<file path="config.mk">
export PLATFORM = sky130hd
export DESIGN_NAME = dem_lru_select_flat
export DESIGN_NICKNAME = d
export VERILOG_FILES = /design/src/rtl/dem_lru_select_if.sv /design/src/rtl/dem_lru_select.sv /design/src/flat_wrapper.sv
export SDC_FILE = /design/constraint.sdc
export NUM_CORES = 1
export LEC_CHECK = 0
export CORE_MARGIN = 2
export CORE_UTILIZATION = 49
export CTS_BUF_LIST = sky130_fd_sc_hd__clkbuf_16
export CTS_CLUSTER_DIAMETER = 80
export CTS_CLUSTER_SIZE = 14
export DETAILED_ROUTE_END_ITERATION = 8
export HOLD_SLACK_MARGIN = 0.15
export PLACE_DENSITY = 0.74
export SLEW_MARGIN = 20
export SYNTH_ARGS = -nofsm -noshare
export SYNTH_HDL_FRONTEND = slang
export SYNTH_SLANG_ARGS = --single-unit
export TNS_END_PERCENT = 1
</file>
<file path="constraint.sdc">
create_clock -name clk -period 2.9 [get_ports clk]
set_input_delay 0.435 -clock clk [delete_from_list [all_inputs] [get_ports clk]]
set_output_delay 0.435 -clock clk [all_outputs]
set_load 0.01 [all_outputs]
</file>
<file path="src/rtl/dem_lru_select_if.sv">
// rtl/dem_lru_select_if.sv - request/response handshake bundle for the DAC element selector
interface dem_lru_select_if #(
  parameter int N_EL = 18
);
  logic            in_valid;
  logic [4:0]      in_count;
  logic            in_ready;
  logic            out_valid;
  logic [N_EL-1:0] out_sel;

  modport master (
    output in_valid, in_count,
    input  in_ready, out_valid, out_sel
  );

  modport slave (
    input  in_valid, in_count,
    output in_ready, out_valid, out_sel
  );
endinterface

</file>
<file path="src/rtl/dem_lru_select.sv">
// rtl/dem_lru_select.sv - least-recently-used element selector for the 18-element unit DAC
// Picks one highest-priority element per cycle using the external max stage, then ages the rest.
module dem_lru_select #(
  parameter int N_EL = 18,
  parameter int PW   = 7
) (
  input  logic          clk,
  input  logic          rst,
  dem_lru_select_if.slave bus,
  output logic [PW-1:0] pri0,
  output logic [PW-1:0] pri1,
  output logic [PW-1:0] pri2,
  output logic [PW-1:0] pri3,
  output logic [PW-1:0] pri4,
  output logic [PW-1:0] pri5,
  output logic [PW-1:0] pri6,
  output logic [PW-1:0] pri7,
  output logic [PW-1:0] pri8,
  output logic [PW-1:0] pri9,
  output logic [PW-1:0] pri10,
  output logic [PW-1:0] pri11,
  output logic [PW-1:0] pri12,
  output logic [PW-1:0] pri13,
  output logic [PW-1:0] pri14,
  output logic [PW-1:0] pri15,
  output logic [PW-1:0] pri16,
  output logic [PW-1:0] pri17,
  input  logic [PW-1:0] max_val
);
  typedef enum logic [1:0] {IDLE, SCAN, UPDATE} state_t;

  state_t          state;
  logic [PW-1:0]   p [N_EL];
  logic [PW-1:0]   pm [N_EL];
  logic [N_EL-1:0] sel_acc;
  logic [4:0]      rem;
  logic [4:0]      win;
  logic            found;
  logic [4:0]      cnt_clamp;

  assign bus.in_ready = (state == IDLE);
  assign cnt_clamp    = (bus.in_count > 5'(N_EL)) ? 5'(N_EL) : bus.in_count;

  always_comb begin
    for (int i = 0; i < N_EL; i++) begin
      pm[i] = sel_acc[i] ? '0 : p[i];
    end
  end

  assign pri0  = pm[0];
  assign pri1  = pm[1];
  assign pri2  = pm[2];
  assign pri3  = pm[3];
  assign pri4  = pm[4];
  assign pri5  = pm[5];
  assign pri6  = pm[6];
  assign pri7  = pm[7];
  assign pri8  = pm[8];
  assign pri9  = pm[9];
  assign pri10 = pm[10];
  assign pri11 = pm[11];
  assign pri12 = pm[12];
  assign pri13 = pm[13];
  assign pri14 = pm[14];
  assign pri15 = pm[15];
  assign pri16 = pm[16];
  assign pri17 = pm[17];

  // The !sel_acc qualifier keeps already-taken elements out even when their masked zero equals max_val.
  always_comb begin
    win   = '0;
    found = 1'b0;
    for (int i = 0; i < N_EL; i++) begin
      if (!found && !sel_acc[i] && (p[i] == max_val)) begin
        win   = 5'(i);
        found = 1'b1;
      end
    end
  end

  always_ff @(posedge clk) begin
    if (rst) begin
      for (int i = 0; i < N_EL; i++) begin
        p[i] <= '0;
      end
      sel_acc       <= '0;
      rem           <= '0;
      state         <= IDLE;
      bus.out_sel   <= '0;
      bus.out_valid <= 1'b0;
    end else begin
      bus.out_valid <= 1'b0;
      case (state)
        IDLE: begin
          if (bus.in_valid) begin
            rem     <= cnt_clamp;
            sel_acc <= '0;
            state   <= (cnt_clamp == 5'd0) ? UPDATE : SCAN;
          end
        end
        SCAN: begin
          sel_acc[win] <= 1'b1;
          rem          <= rem - 5'd1;
          if (rem == 5'd1) begin
            state <= UPDATE;
          end
        end
        UPDATE: begin
          for (int i = 0; i < N_EL; i++) begin
            p[i] <= sel_acc[i] ? '0 : ((p[i] == '1) ? p[i] : p[i] + 1'b1);
          end
          bus.out_sel   <= sel_acc;
          bus.out_valid <= 1'b1;
          state         <= IDLE;
        end
        default: state <= IDLE;
      endcase
    end
  end
endmodule

</file>
<file path="src/flat_wrapper.sv">
// flat-port wrapper written by rule: the top's interface ports become plain ports
module dem_lru_select_flat 
#(
  parameter int N_EL = 18,
  parameter int PW   = 7
)
  (clk, rst, pri0, pri1, pri2, pri3, pri4, pri5, pri6, pri7, pri8, pri9, pri10, pri11, pri12, pri13, pri14, pri15, pri16, pri17, max_val, bus_in_valid, bus_in_count, bus_in_ready, bus_out_valid, bus_out_sel);
  dem_lru_select_if #(.N_EL(N_EL)) bus_i ();
  input  logic clk;
  input  logic rst;
  output logic [PW-1:0] pri0;
  output logic [PW-1:0] pri1;
  output logic [PW-1:0] pri2;
  output logic [PW-1:0] pri3;
  output logic [PW-1:0] pri4;
  output logic [PW-1:0] pri5;
  output logic [PW-1:0] pri6;
  output logic [PW-1:0] pri7;
  output logic [PW-1:0] pri8;
  output logic [PW-1:0] pri9;
  output logic [PW-1:0] pri10;
  output logic [PW-1:0] pri11;
  output logic [PW-1:0] pri12;
  output logic [PW-1:0] pri13;
  output logic [PW-1:0] pri14;
  output logic [PW-1:0] pri15;
  output logic [PW-1:0] pri16;
  output logic [PW-1:0] pri17;
  input  logic [PW-1:0] max_val;
  input wire logic [$bits(bus_i.in_valid)-1:0] bus_in_valid;
  input wire logic [$bits(bus_i.in_count)-1:0] bus_in_count;
  output wire logic [$bits(bus_i.in_ready)-1:0] bus_in_ready;
  output wire logic [$bits(bus_i.out_valid)-1:0] bus_out_valid;
  output wire logic [$bits(bus_i.out_sel)-1:0] bus_out_sel;
  assign bus_i.in_valid = bus_in_valid;
  assign bus_i.in_count = bus_in_count;
  assign bus_in_ready = bus_i.in_ready;
  assign bus_out_valid = bus_i.out_valid;
  assign bus_out_sel = bus_i.out_sel;
  dem_lru_select #(.N_EL(N_EL), .PW(PW)) u_core (.clk(clk), .rst(rst), .bus(bus_i), .pri0(pri0), .pri1(pri1), .pri2(pri2), .pri3(pri3), .pri4(pri4), .pri5(pri5), .pri6(pri6), .pri7(pri7), .pri8(pri8), .pri9(pri9), .pri10(pri10), .pri11(pri11), .pri12(pri12), .pri13(pri13), .pri14(pri14), .pri15(pri15), .pri16(pri16), .pri17(pri17), .max_val(max_val));
endmodule
</file>
After elaboration in Yosys (flattened, before gate mapping)
Memory sizes are Yosys's and may differ from the RTL's.
Index checks and enable logic that the tools add are counted.
{"block": "totals", "output_inout_bits": 146, "n_memories": 1, "input_bits": 15, "reg_bits": 44, "ramBits": 126}
{"block": "classes", "muxes": 122, "addsub": 19, "eq_ne": 41, "order_cmp": 3, "reduce_logical": 76, "n_bitwise": 19}
{"memory": "u_core.p", "depth": 18, "width": 7, "read_ports": 18, "rd_clocked_by_memory_dff": 0, "wr": 18, "line": "dem_lru_select.sv:33", "rtl": "logic [PW-1:0] p [N_EL];"}
{"op": "two-way mux 7 bit", "count": 72}
{"op": "adder 7 x 1 -> 7 bit (second input constant)", "count": 18}
{"op": "== test 7 bit", "count": 18}
{"op": "== test 7 bit (second input constant)", "count": 18}
{"op": "logical AND 1 bit", "count": 36}
{"op": "case mux 18 bit (2 select lines)", "count": 1}
{"op": "logical NOT 1 bit", "count": 35}
{"op": "two-way mux 4 bit", "count": 8}
{"op": "two-way mux 1 bit", "count": 24}
{"op": "two-way mux 5 bit", "count": 4}
{"op": "two-way mux 18 bit", "count": 1}
{"op": "bitwise OR 1 bit", "count": 18}
{"op": "bitwise OR 18 bit", "count": 1}
{"op": "two-way mux 3 bit", "count": 4}
{"op": "two-way mux 2 bit", "count": 5}
{"op": "case mux 5 bit (2 select lines)", "count": 1}
{"op": "< comparator 5 x 6 -> 1 bit (second input constant)", "count": 1}
{"op": "demux 1 bit (select 5 bit)", "count": 1}
{"op": "== test 5 x 1 -> 1 bit (second input constant)", "count": 1}
{"op": ">= comparator 5 x 1 -> 1 bit (second input constant)", "count": 1}
{"op": "> comparator 5 bit (second input constant)", "count": 1}
{"op": "logical NOT 5 bit", "count": 1}
{"op": "subtractor 5 x 1 -> 5 bit (second input constant)", "count": 1}
{"op": "case mux 2 bit (2 select lines)", "count": 1}
{"op": "other kinds (7)", "count": 8}

Logic depth before layout (Yosys ltp)
Gate-level depths: netlist of run 1.
An unclocked memory read counts as a cell.
{"block": "depth", "ltp_word": 78, "depth_mapped": 11}

Worst setup path after synthesis of run 1
Ideal clock, no wire load.
{"block": "synth_path", "path_kind": "input-to-reg", "startpoint": "in max_val[5]", "endpoint": "reg u_core.sel_acc[0]", "n_path_buf": 3, "required_time_ns": 2.783, "path_stages": 11, "setup_time_ns": 0.117, "arrival_ns": 2.320, "setup_slack_ns": 0.462, "cell_sequence": "buf_6 -> buf_12 -> xnor2_4 -> nand2_2 -> nor4_4 -> nand4_2 -> a2111oi_4 -> a211oi_2 -> and2_4 -> buf_6 -> a32o_1"}
{"block": "synth_via", "elab_chain_len": 77, "word_cells_on_any_way": 111}
{"item": "from (decl)", "line": "flat_wrapper.sv:29", "rtl": "input logic [PW-1:0] max_val;"}
{"item": "== test 7 bit", "line": "dem_lru_select.sv:74", "rtl": "if (!found && !sel_acc[i] && (p[i] == max_val)) begin"}
{"item": "logical AND 1 bit", "line": "dem_lru_select.sv:74"}
{"item": "two-way mux 1 bit", "line": "dem_lru_select.sv:74"}
{"item": "logical NOT 1 bit", "line": "dem_lru_select.sv:74"}
{"item": "logical AND 1 bit (2 in series)", "line": "dem_lru_select.sv:74"}
{"item": "two-way mux 1 bit", "line": "dem_lru_select.sv:74"}
{"item": "logical NOT 1 bit", "line": "dem_lru_select.sv:74"}
{"item": "logical AND 1 bit (2 in series)", "line": "dem_lru_select.sv:74"}
{"item": "[... 58 more ...]"}
{"item": "logical AND 1 bit (2 in series)", "line": "dem_lru_select.sv:74"}
{"item": "two-way mux 5 bit (*)", "line": "dem_lru_select.sv:74"}
{"item": "< comparator 5 x 6 -> 1 bit (implied by the code) or >= comparator 5 x 1 -> 1 bit (tied branches)", "line": "dem_lru_select.sv:102", "rtl": "sel_acc[win] <= 1'b1;"}
{"item": "logical AND 1 bit (implied by the code)", "line": "dem_lru_select.sv:102"}
{"item": "two-way mux 1 bit (implied by the code)", "line": "dem_lru_select.sv:102"}
{"item": "demux 1 bit (select 5 bit) (*)"}
{"item": "bitwise OR 18 bit (no line) (*)"}
{"item": "case mux 18 bit (2 select lines) (*)", "line": "dem_lru_select.sv:93", "rtl": "case (state)"}
{"item": "to (signal assigned)", "line": "dem_lru_select.sv:86", "rtl": "sel_acc <= '0;"}
{"item": "to (signal assigned)", "line": "dem_lru_select.sv:97", "rtl": "sel_acc <= '0;"}
{"item": "to (signal, indexed assignment)", "line": "dem_lru_select.sv:102"}
{"item": "to (decl)", "line": "dem_lru_select.sv:35", "rtl": "logic [N_EL-1:0] sel_acc;"}
Every way passes the cells marked *; elsewhere a longest branch is shown, timed or not.
A chain may end at the register's enable or synchronous reset.

Worst setup path after layout of run 1
{"block": "layout_path", "startpoint": "in max_val[0]", "endpoint": "reg u_core.sel_acc[3]"}
Same word-level chain as after synthesis.

==> results of run 1 <==
## kinds of logic after synthesis
group           count (synthesis)  share of synthesized area [%]
simple gates                  529                           26.1
xor+xnor                      216                           18.3
flops                         170                           44.4
buf+inv                        69                           3.58
fa+ha+maj                      20                           2.38
compound gates                 65                           5.25
## cell usage in the layout (no fill, tap or decap), drive strengths merged, types with 28 or more instances in the layout
cell	synthesis	final
nor2	175	175
xor2	171	171
clkdlybuf4s50	0	160
nor2b	126	126
edfxtp	126	126
buf	18	60
nand3	58	58
nand2	47	47
xnor2	45	45
dfxtp	44	44
nor4	37	37
inv	24	28
## stage by stage
stage          utilization (%)  hold slack [ns]  setup WS, ns  TNS (ns)  cells
2_1_floorplan                -            0.484         0.462         0   1069
3_3_place_gp              60.6            0.457        -0.208     -2.53   1519
3_5_place_dp              60.6            0.460        -0.193     -2.46   1519
4_1_cts                   63.4            0.476         0.250         0   1551
5_1_grt                   63.4            0.491        0.0220         0   1551
6_report                  63.4            0.476         0.198         0   1551
## final cells by class
class / instances / area (um2) / share of cell area [%]
sequential: 170 / 4660 / 35.0
clock buffer: 19 / 475 / 3.57
multi-input combinational: 830 / 5490 / 41.2
tap: 275 / 344 / 2.58
timing repair buffer: 220 / 2150 / 16.2
clock inverter: 13 / 114 / 0.854
inverter: 24 / 90.1 / 0.676
## report_power, final
part           total [uW]  internal, uW  switching, uW
combinational        1140           576            566
sequential           2990          2770            221
clock                2290          1290           1010
## worst max-delay path, cell delays in order
cell	delay, ns
sky130_fd_sc_hd__clkdlybuf4s50_1	0.51
sky130_fd_sc_hd__buf_12	0.19
sky130_fd_sc_hd__xor2_1	0.08
sky130_fd_sc_hd__nor4_1	0.43
sky130_fd_sc_hd__and2_1	0.30
sky130_fd_sc_hd__o21ai_0	0.10
sky130_fd_sc_hd__and4b_1	0.22
sky130_fd_sc_hd__o21ai_2	0.19
sky130_fd_sc_hd__nand3_1	0.25
sky130_fd_sc_hd__a32o_1	0.30
## metal layers
| layer | up-vias | routed length, um | global-route usage, % |
|---|---|---|---|
| met1 | 4039 | 11800 | 34.1 |
| li1 | 4050 | - | - |
| met5 | - | 0 | 0 |
| met4 | 0 | 825 | 9.53 |
| met2 | 366 | 13000 | 40.3 |
| met3 | 64 | 2090 | 4.00 |
## worst min path at each step
stage | from | endpoint | slack (ns)
finish | u_core.bus.out_sel[15]$_SDFFE_PP0N_ | u_core.bus.out_sel[15]$_SDFFE_PP0N_ | 0.48
global route | u_core.bus.out_sel[0]$_SDFFE_PP0N_ | u_core.bus.out_sel[0]$_SDFFE_PP0N_ | 0.49
CTS | u_core.bus.out_sel[11]$_SDFFE_PP0N_ | u_core.bus.out_sel[11]$_SDFFE_PP0N_ | 0.48
detailed placement | u_core.bus.out_sel[0]$_SDFFE_PP0N_ | u_core.bus.out_sel[0]$_SDFFE_PP0N_ | 0.46
global placement | u_core.bus.out_sel[5]$_SDFFE_PP0N_ | u_core.bus.out_sel[5]$_SDFFE_PP0N_ | 0.46
floorplan | u_core.rem[2]$_SDFFE_PP0P_ | u_core.rem[2]$_SDFFE_PP0P_ | 0.48
## registers in the layout (all words and copies together), names as in the netlist
signal / flops
u_core.state: 2
u_core.rem: 5
u_core.bus.out_sel: 18
u_core.sel_acc: 18
u_core.p: 126
u_core.bus.out_valid: 1
==> impl_metrics.toml, run 1 <==
[die]
io_pins = 161
dieArea_um2 = 22600
initial_core_utilization_pct = 50.0
row_count = 53
core_region_area_um2 = 21000
die_y_um = 150
die-width_um = 150

[sta]
upper_clock_frequency_limit_ghz = 0.370
max_slew.worst_pin.slew_ns = 1.10
max_slew_margin_pct = 26.3
finalMaxSlewViolations = 0
finalCriticalPeriod_ns = 2.70
layout_worst_path_cycle_share_pct = 93.2
setup_viol = 0
clock_skew_ns = 0.00744
unrepaired_setup_endpoints_after_global_routing = "false"
endpoints_failing_hold = 0

[setup_path]
cp_data_required_time_ns = 3.22
worstRegToRegCells = 8
critical_path.endpoint = "u_core.sel_acc[3]$_SDFFE_PP0P_"
crit-reg2reg-launch = "u_core.p[0][84]$_SDFFCE_PP0P_"
worstSetupStartpoint = "max_val[0]"
critPathArrivalTime_ns = 3.02
critical_path.reg2reg.endpoint = "u_core.sel_acc[3]$_SDFFE_PP0P_"
startpoint_to_endpoint_class_of_the_critical_path = "primary input to register"
crit_path_start_kind = "primary input"
worstSetupEndpointType = "register"
crit_path_max_fanout = 16
r2r_setup_slack_ns = 0.31

[logic_synthesis]
postSynthRegisterBits = 170
netlist_instances = 1069
synthDominantCellAreaShare_pct = 36.0
syn_avg_cell_area_um2 = 9.83
synth.most_common_cell = "sky130_fd_sc_hd__nor2_1"
synth-edff-count = 126
synth_top_cells_by_count = "sky130_fd_sc_hd__nor2_1 (174), sky130_fd_sc_hd__xor2_1 (171), sky130_fd_sc_hd__edfxtp_1 (126), sky130_fd_sc_hd__nor2b_1 (126), sky130_fd_sc_hd__nand3_1 (58)"
async_flop_share_pct = 0
synth_fp_nets = 1104
synth_top_cells_by_area = "sky130_fd_sc_hd__edfxtp_1 (36%), sky130_fd_sc_hd__xor2_1 (14%), sky130_fd_sc_hd__dfxtp_1 (8.4%)"
synthesis.area_um2 = 10500
synth.lib_cells_used.distinct = 52
dominantRegCellSynth = "sky130_fd_sc_hd__edfxtp_1"
synth_seq_area_share_pct = 44.4
synth_top_cell_by_area = "sky130_fd_sc_hd__edfxtp_1"
ys.warnings.count = 0

[cts]
tritoncts_clock_tree = "done"
post_cts_resized = 0
clock_sinks = 170
cts.hold.buffers_added = 0
cts_made_buffers = 17
clk_pin_slew_ns = 0.07
clockBufferDepth = 2
post_cts_buffers = 0
cts_max_level = 4
ctsRootBufferMaster = "sky130_fd_sc_hd__clkbuf_16"
worst_skew_pair.late_latency_ns = 0.43

[place]
hpwlAfterDp_um = 20000
number_of_buffers_inserted_by_port_buffering = 160
gp_routability_congestion = 0.931
placement.cell_area_um2 = 12700

[final_layout]
finalInstanceArea_um2 = 13300
diodes = 0
syn_to_final_growth_pct = 26.8
nNetsFinal = 1298
drive_above_1_share_pct = 9.40
num-fill-cells = 1691

[routing]
drc = 0
route.vias.total = 8519
dr.pass1.iters = 5
drtIter0Drc = 561
routedWlPerCell_um = 17.9
avgViaCountPerCell = 5.49
drt.antenna.violating_nets = 0
totalWireLength_um = 27700

[power]
vdd_ir_drop_max_mv = 0.407
power.leakage_uw = 0.00512
design_power_total_uw = 6430
power_density_nw_per_um2 = 482

[run_status]
status = "finished clean"

[global_route]
grt_first_pass_wirelength_um = 44000
grt_pass1_vias = 8198
grt_antenna_before_repair = 0
track_usage_pct = 25.1
pin_count_of_the_biggest_net_entering_global_routing = 38
grt_overflow_total = 0

[hold_path]
hold_path_class = "register to register"
worstHoldPathCells = 1

[job]
drv.max_cap_violation_count = 0
Power figures use the tool's default switching activity.
==> inputs of run 2 (changes only) <==
--- a/config.mk
+++ b/config.mk
@@ -5,6 +5,7 @@
 export SDC_FILE = /design/constraint.sdc
 export NUM_CORES = 1
 export LEC_CHECK = 0
+export ABC_CLOCK_PERIOD_IN_PS = 2900
 export CORE_MARGIN = 2
 export CORE_UTILIZATION = 49
 export CTS_BUF_LIST = sky130_fd_sc_hd__clkbuf_16
==> results of run 2 <==
Final layout, timing and power as in run 1 (identical DEF).
